`src/rtl/cam_ctrl.sv`:
```
// rtl/cam_ctrl.sv - command sequencer in front of a CAM with valid bitmap and hit statistics
//
// Purpose:
//   Accepts write / search / invalidate commands, drives the CAM pins, waits a
//   fixed search latency, then returns a masked, registered search response.
//   A per-entry valid bitmap suppresses hits on entries that were never
//   written through this block or that have since been invalidated.
//
// Ports:
//   clk, rst                  clock, synchronous active-high reset
//   cmd_valid / cmd_ready     command handshake (cmd_ready high only in IDLE)
//   cmd_op                    00 search, 01 write, 10 invalidate, 11 reserved
//   cmd_data, cmd_addr        write/search key, write/invalidate address
//   resp_valid / resp_ready   search response handshake
//   resp_hit, resp_addr       masked hit flag and hit address (0 on miss)
//   cam_write_enable, cam_start, cam_din, cam_write_addr   to the CAM
//   cam_match, cam_match_addr                             from the CAM
//   search_count, hit_count   saturating statistics

module cam_ctrl #(
    parameter int DATA_WIDTH = 128,
    parameter int ADDR_WIDTH = 6,
    parameter int SEARCH_LAT = 2,
    parameter int STAT_WIDTH = 16
) (
    input  logic                  clk,
    input  logic                  rst,
    input  logic                  cmd_valid,
    output logic                  cmd_ready,
    input  logic [1:0]            cmd_op,
    input  logic [DATA_WIDTH-1:0] cmd_data,
    input  logic [ADDR_WIDTH-1:0] cmd_addr,
    output logic                  resp_valid,
    input  logic                  resp_ready,
    output logic                  resp_hit,
    output logic [ADDR_WIDTH-1:0] resp_addr,
    output logic                  cam_write_enable,
    output logic                  cam_start,
    output logic [DATA_WIDTH-1:0] cam_din,
    output logic [ADDR_WIDTH-1:0] cam_write_addr,
    input  logic                  cam_match,
    input  logic [ADDR_WIDTH-1:0] cam_match_addr,
    output logic [STAT_WIDTH-1:0] search_count,
    output logic [STAT_WIDTH-1:0] hit_count
);

    localparam int ENTRIES = 1 << ADDR_WIDTH;

    localparam logic [1:0] OP_SEARCH = 2'b00;
    localparam logic [1:0] OP_WRITE  = 2'b01;
    localparam logic [1:0] OP_INVAL  = 2'b10;

    // The counter is loaded with SEARCH_LAT-1 so cam_start stays high for
    // exactly SEARCH_LAT cycles; match is sampled in the last of them.
    localparam logic [3:0] LAT_LOAD = 4'(SEARCH_LAT - 1);

    typedef enum logic [1:0] {
        IDLE,
        WRITE,
        SEARCH,
        RESP
    } state_t;

    state_t                  state_q;
    logic [3:0]              lat_q;
    logic [ENTRIES-1:0]      valid_map_q;
    logic                    resp_valid_q;
    logic                    resp_hit_q;
    logic [ADDR_WIDTH-1:0]   resp_addr_q;
    logic                    cam_we_q;
    logic                    cam_start_q;
    logic [DATA_WIDTH-1:0]   cam_din_q;
    logic [ADDR_WIDTH-1:0]   cam_waddr_q;
    logic [STAT_WIDTH-1:0]   search_count_q;
    logic [STAT_WIDTH-1:0]   hit_count_q;

    logic                    hit_d;
    logic [ADDR_WIDTH-1:0]   hit_addr_d;

    // Only the entry the CAM reports is checked against the bitmap; a masked
    // hit is a miss, not a request to look further down the priority order.
    assign hit_d      = cam_match & valid_map_q[cam_match_addr];
    assign hit_addr_d = hit_d ? cam_match_addr : '0;

    // Gated by rst so cmd_ready reads 0 while reset is held, even though the
    // state register already sits in IDLE.
    assign cmd_ready = (state_q == IDLE) & ~rst;

    assign resp_valid       = resp_valid_q;
    assign resp_hit         = resp_hit_q;
    assign resp_addr        = resp_addr_q;
    assign cam_write_enable = cam_we_q;
    assign cam_start        = cam_start_q;
    assign cam_din          = cam_din_q;
    assign cam_write_addr   = cam_waddr_q;
    assign search_count     = search_count_q;
    assign hit_count        = hit_count_q;

    always_ff @(posedge clk) begin
        if (rst) begin
            state_q        <= IDLE;
            lat_q          <= '0;
            valid_map_q    <= '0;
            resp_valid_q   <= 1'b0;
            resp_hit_q     <= 1'b0;
            resp_addr_q    <= '0;
            cam_we_q       <= 1'b0;
            cam_start_q    <= 1'b0;
            cam_din_q      <= '0;
            cam_waddr_q    <= '0;
            search_count_q <= '0;
            hit_count_q    <= '0;
        end else begin
            case (state_q)
                IDLE: begin
                    if (cmd_valid && cmd_ready) begin
                        case (cmd_op)
                            OP_WRITE: begin
                                state_q     <= WRITE;
                                cam_we_q    <= 1'b1;
                                cam_din_q   <= cmd_data;
                                cam_waddr_q <= cmd_addr;
                            end
                            OP_SEARCH: begin
                                state_q     <= SEARCH;
                                cam_start_q <= 1'b1;
                                cam_din_q   <= cmd_data;
                                lat_q       <= LAT_LOAD;
                            end
                            OP_INVAL: begin
                                valid_map_q[cmd_addr] <= 1'b0;
                            end
                            default: begin
                                // reserved opcode: consumed, no CAM activity
                            end
                        endcase
                    end
                end

                WRITE: begin
                    // Bitmap is set at the end of the write cycle, so a reset
                    // landing on this edge leaves the entry invalid.
                    valid_map_q[cam_waddr_q] <= 1'b1;
                    cam_we_q                 <= 1'b0;
                    state_q                  <= IDLE;
                end

                SEARCH: begin
                    if (lat_q == 4'd0) begin
                        cam_start_q  <= 1'b0;
                        resp_valid_q <= 1'b1;
                        resp_hit_q   <= hit_d;
                        resp_addr_q  <= hit_addr_d;
                        state_q      <= RESP;
                        if (search_count_q != '1) begin
                            search_count_q <= search_count_q + STAT_WIDTH'(1);
                        end
                        if (hit_d && (hit_count_q != '1)) begin
                            hit_count_q <= hit_count_q + STAT_WIDTH'(1);
                        end
                    end else begin
                        lat_q <= lat_q - 4'd1;
                    end
                end

                RESP: begin
                    if (resp_ready) begin
                        resp_valid_q <= 1'b0;
                        state_q      <= IDLE;
                    end
                end

                default: begin
                    state_q <= IDLE;
                end
            endcase
        end
    end

endmodule

```
`config.mk`:
```
export PLATFORM = sky130hd
export DESIGN_NAME = cam_ctrl
export DESIGN_NICKNAME = d
export VERILOG_FILES = /design/src/rtl/cam_ctrl.sv
export SDC_FILE = /design/constraint.sdc
export NUM_CORES = 1
export LEC_CHECK = 0
export CAP_MARGIN = 20
export CORE_MARGIN = 2
export CORE_UTILIZATION = 46
export CTS_BUF_LIST = sky130_fd_sc_hd__clkbuf_8 sky130_fd_sc_hd__clkbuf_16
export DETAILED_ROUTE_END_ITERATION = 12
export PLACE_DENSITY_LB_ADDON = 0.25
export RECOVER_POWER = 100
export SETUP_SLACK_MARGIN = 0.02
export SLEW_MARGIN = 25
export SYNTH_ARGS = -nofsm -noshare
export SYNTH_HDL_FRONTEND = slang
export SYNTH_SLANG_ARGS = --single-unit
```
`constraint.sdc`:
```
create_clock -name clk -period 2.95 [get_ports clk]
set_input_delay 0.4425 -clock clk [delete_from_list [all_inputs] [get_ports clk]]
set_output_delay 0.4425 -clock clk [all_outputs]
set_load 0.02 [all_outputs]
```
==> flow_summary_export.csv <==
group,metric,value,unit
outcome,outcome,"finished, final reports clean",
layout,instances_no_fill,1844,
yosys,syn-num-nets,1385,
clock_network,clk_latency,540,ps
clock_network,path_clk_slew,60,ps
timing,maxSlewViolCount,0,
timing,fmax,0.371,GHz
routing,wl_per_cell,17.8,um
worst_hold_path,hp-class,"flip-flop to flip-flop",
layout,layout.nets,1696,
routing,dr.pass1.iters,5,
yosys,syn_inst,1235,
floorplan,row_count,53,
timing,setup_violations,0,
global_route,grt-ovfl-total,0,
global_route,grt_pass1_wl,50100,um
global_route,grt_pass1_vias,9281,
routing,vias_per_cell,5.40,
global_route,track_usage,27.7,%
floorplan,start_util,47.1,%
routing,drc,0,
floorplan,die_w,151,um
timing,rsz0062_at_grt,"no",
setup_path,slowest_delay,500,ps
clock_network,ctsRootBufferMaster,"clkbuf_16",
floorplan,io_pins,324,
floorplan,die_h,151,um
setup_path,critical_path.max_fanout,15,
timing,period_minus_slack,2700,ps
place,io_buffer_count,323,
timing,hold_viol_final,0,
yosys,yosysSeqAreaShare,49.4,%
clock_network,cts_tree,"yes",
timing,skew,17.4,ps
clock_network,cts_resized,0,
clock_network,cts_hold_buf,0,
setup_path,path_buf_inv,3,
power_and_ir_drop,power_leakage,0.00557,uW
setup_path,crit_type,"primary input to flip-flop",
clock_network,clkSinkCount,246,
yosys,yosysUniqueCellTypes,48,
yosys,yosys_register_bits,246,
global_route,grt_max_degree,206,
place,place_congestion,0.855,
yosys,synth_area_per_cell,8.07,um2
timing,worst_pin_slew,1010,ps
setup_path,critPathSlowestCell,"clkdlybuf4s50_1",
place,placedCellCount,1792,
routing,dr_total_vias,9949,
yosys,ys_warn_count,0,
run,cap_violations,0,
yosys,async_flop_share,0,%
timing,finalCritPeriodShare,91.4,%
power_and_ir_drop,ir_worst_vdd,0.600,mV
setup_path,arrival,3110,ps
routing,drt_iter0_markers,744,
routing,antenna_left,0,
clock_network,cts_made_buffers,27,
setup_path,startpoint_type,"primary input",
layout,drive_above_1_share,6.45,%
clock_network,postCtsSetupRepairBufs,0,
yosys,synth-edff-count,0,
routing,drt-total-wl,32800,um
clock_network,clk_path_buf_depth,3,
clock_network,cts_htree_levels,1,
setup_path,cp-end-kind,"flip-flop",
layout,area_growth,45.2,%
yosys,syn_area,9970,um2
setup_path,crit_required,3360,ps
setup_path,cp_cell_sequence,"clkdlybuf4s50_1 > buf_12 > mux2i_1 > mux4_2 > a221oi_1 > nand3_2 > buf_4 > a211oi_1 > mux2_2",
place,place_ws,-266,ps
floorplan,core_area,21200,um2
global_route,antenna_found_initial,2,
yosys,ys.flop_type,"dfxtp_1",
place,dp_hpwl,23000,um
timing,timing.slew.headroom,32.7,%
power_and_ir_drop,p_per_area,539,nW/um2
setup_path,path_delay_family,"multiplexers",
floorplan,dieArea,22900,um2
timing,setup_ws,254,ps
-- cells in the mapped netlist, drive strengths merged (5+ instances only) --
master   instances  area, um2
and2             5       31.3
nand2b           7       43.8
a211oi           8       65.1
mux4            14        323
a2bb2oi          5       43.8
xor2            10       87.6
o21ai           71        355
a21oi          217       1090
nor2b           22        138
clkbuf          62        233
xnor2            5       43.8
nand4           12       75.1
nand2          359       1350
inv              5       18.8
nor3            16       80.1
nand3           28        150
and3             7       43.8
mux2i           11        110
dfxtp          246       4920
buf             12       68.8
nor2            63        236
mux2            14        158
-- placed cells by master (no fill, tap or decap), types with 5 or more instances in the layout --
cell type,instances
nand2_1,359
dfxtp_1,246
a21oi_1,217
dlygate4sd3_1,178
clkdlybuf4s50_1,144
o21ai_0,71
nor2_1,63
clkbuf_16,27
nand3_1,26
nor2b_1,22
buf_4,21
nor3_1,16
nand4_1,12
mux4_2,12
mux2i_1,11
xor2_1,10
mux2_1,8
inv_1,7
nand2b_1,7
and3_1,7
a211oi_1,7
clkbuf_8,7
clkinv_2,7
mux2_2,6
xnor2_1,5
a2bb2oi_1,5
clkbuf_1,5
-- metrics by stage --
| stage | power [uW] | instance area (um2) | setup TNS [ps] | hold slack (ps) | utilization, % |
|---|---|---|---|---|---|
| 3_3_place_gp | 4350 | 13600 | -1710 | 440 | 64.2 |
| 5_1_grt | 8060 | 14500 | 0 | 445 | 68.4 |
| 3_5_place_dp | 4360 | 13600 | -2930 | 446 | 64.2 |
| 4_1_cts | 7880 | 14500 | 0 | 442 | 68.7 |
| 6_report | 7810 | 14500 | 0 | 448 | 68.4 |
| 2_1_floorplan | 3900 | 9970 | 0 | 448 | - |
-- state kept, by name (all words and copies together), names as in the netlist, 2 cells and up --
| register | count |
|---|---|
| search_count | 16 |
| lat_q | 4 |
| cam_write_addr | 6 |
| state_q | 2 |
| cam_din | 128 |
| valid_map_q | 64 |
| resp_addr | 6 |
| hit_count | 16 |
-- power by group --
part	switching (uW)	leakage [uW]	internal, uW
registers	41.4	0.00199	3400
clock network	1380	0.000471	2160
logic	438	0.00311	380
-- cells by family (layout without fill, tap and decap cells) --
| family | after synthesis | count (layout) | synth area share, % |
|---|---|---|---|
| buf+inv | 79 | 410 | 3.21 |
| mux | 39 | 39 | 5.92 |
| simple gates | 538 | 538 | 23.1 |
| compound gates | 315 | 315 | 16.7 |
| other cells | 0 | 3 | 0 |
| flops | 246 | 246 | 49.4 |
| fa+ha+maj | 3 | 3 | 0.376 |
| xor+xnor | 15 | 15 | 1.32 |
-- path summary, 6_finish.rpt --
check | endpoint | start | cells after the start | slack, ps
worst max-delay path | hit_count[15] | cam_match_addr[1] | 9 | 250
worst min-delay path | cam_din[57] | cam_din[57] | 2 | 450
worst max register to register | cam_din[46] | state_q[1] | 6 | 380
worst min register to register | cam_din[57] | cam_din[57] | 2 | 450
-- metal layers --
metal | part of all wire, % | vias up | track usage (%)
li1 | - | 4836 | -
met1 | 38 | 4647 | 32.8
met2 | 49 | 400 | 46.5
met3 | 9.9 | 64 | 9.88
met4 | 3.0 | 2 | 9.11
met5 | 0.15 | - | 1.59
-- cell type report --
| type | instances | area [um2] |
|---|---|---|
| Antenna cell | 3 | 7.51 |
| Clock buffer | 33 | 758 |
| Clock inverter | 16 | 185 |
| Fill cell | 1706 | 6680 |
| Inverter | 5 | 18.8 |
| Multi-Input combinational cell | 910 | 4720 |
| Sequential cell | 246 | 4920 |
| Tap cell | 275 | 344 |
| Timing Repair Buffer | 356 | 3520 |
-- worst register-to-register path, delay by kind of cell, from the launching register on --
family,cells,cell delay [ps]
and+or+nand+nor,3,850
AOI/OAI and AO/OA,1,180
DFF,1,300
buffers and inverters,2,1170
Note: power is estimated with default switching activity, not from simulation.
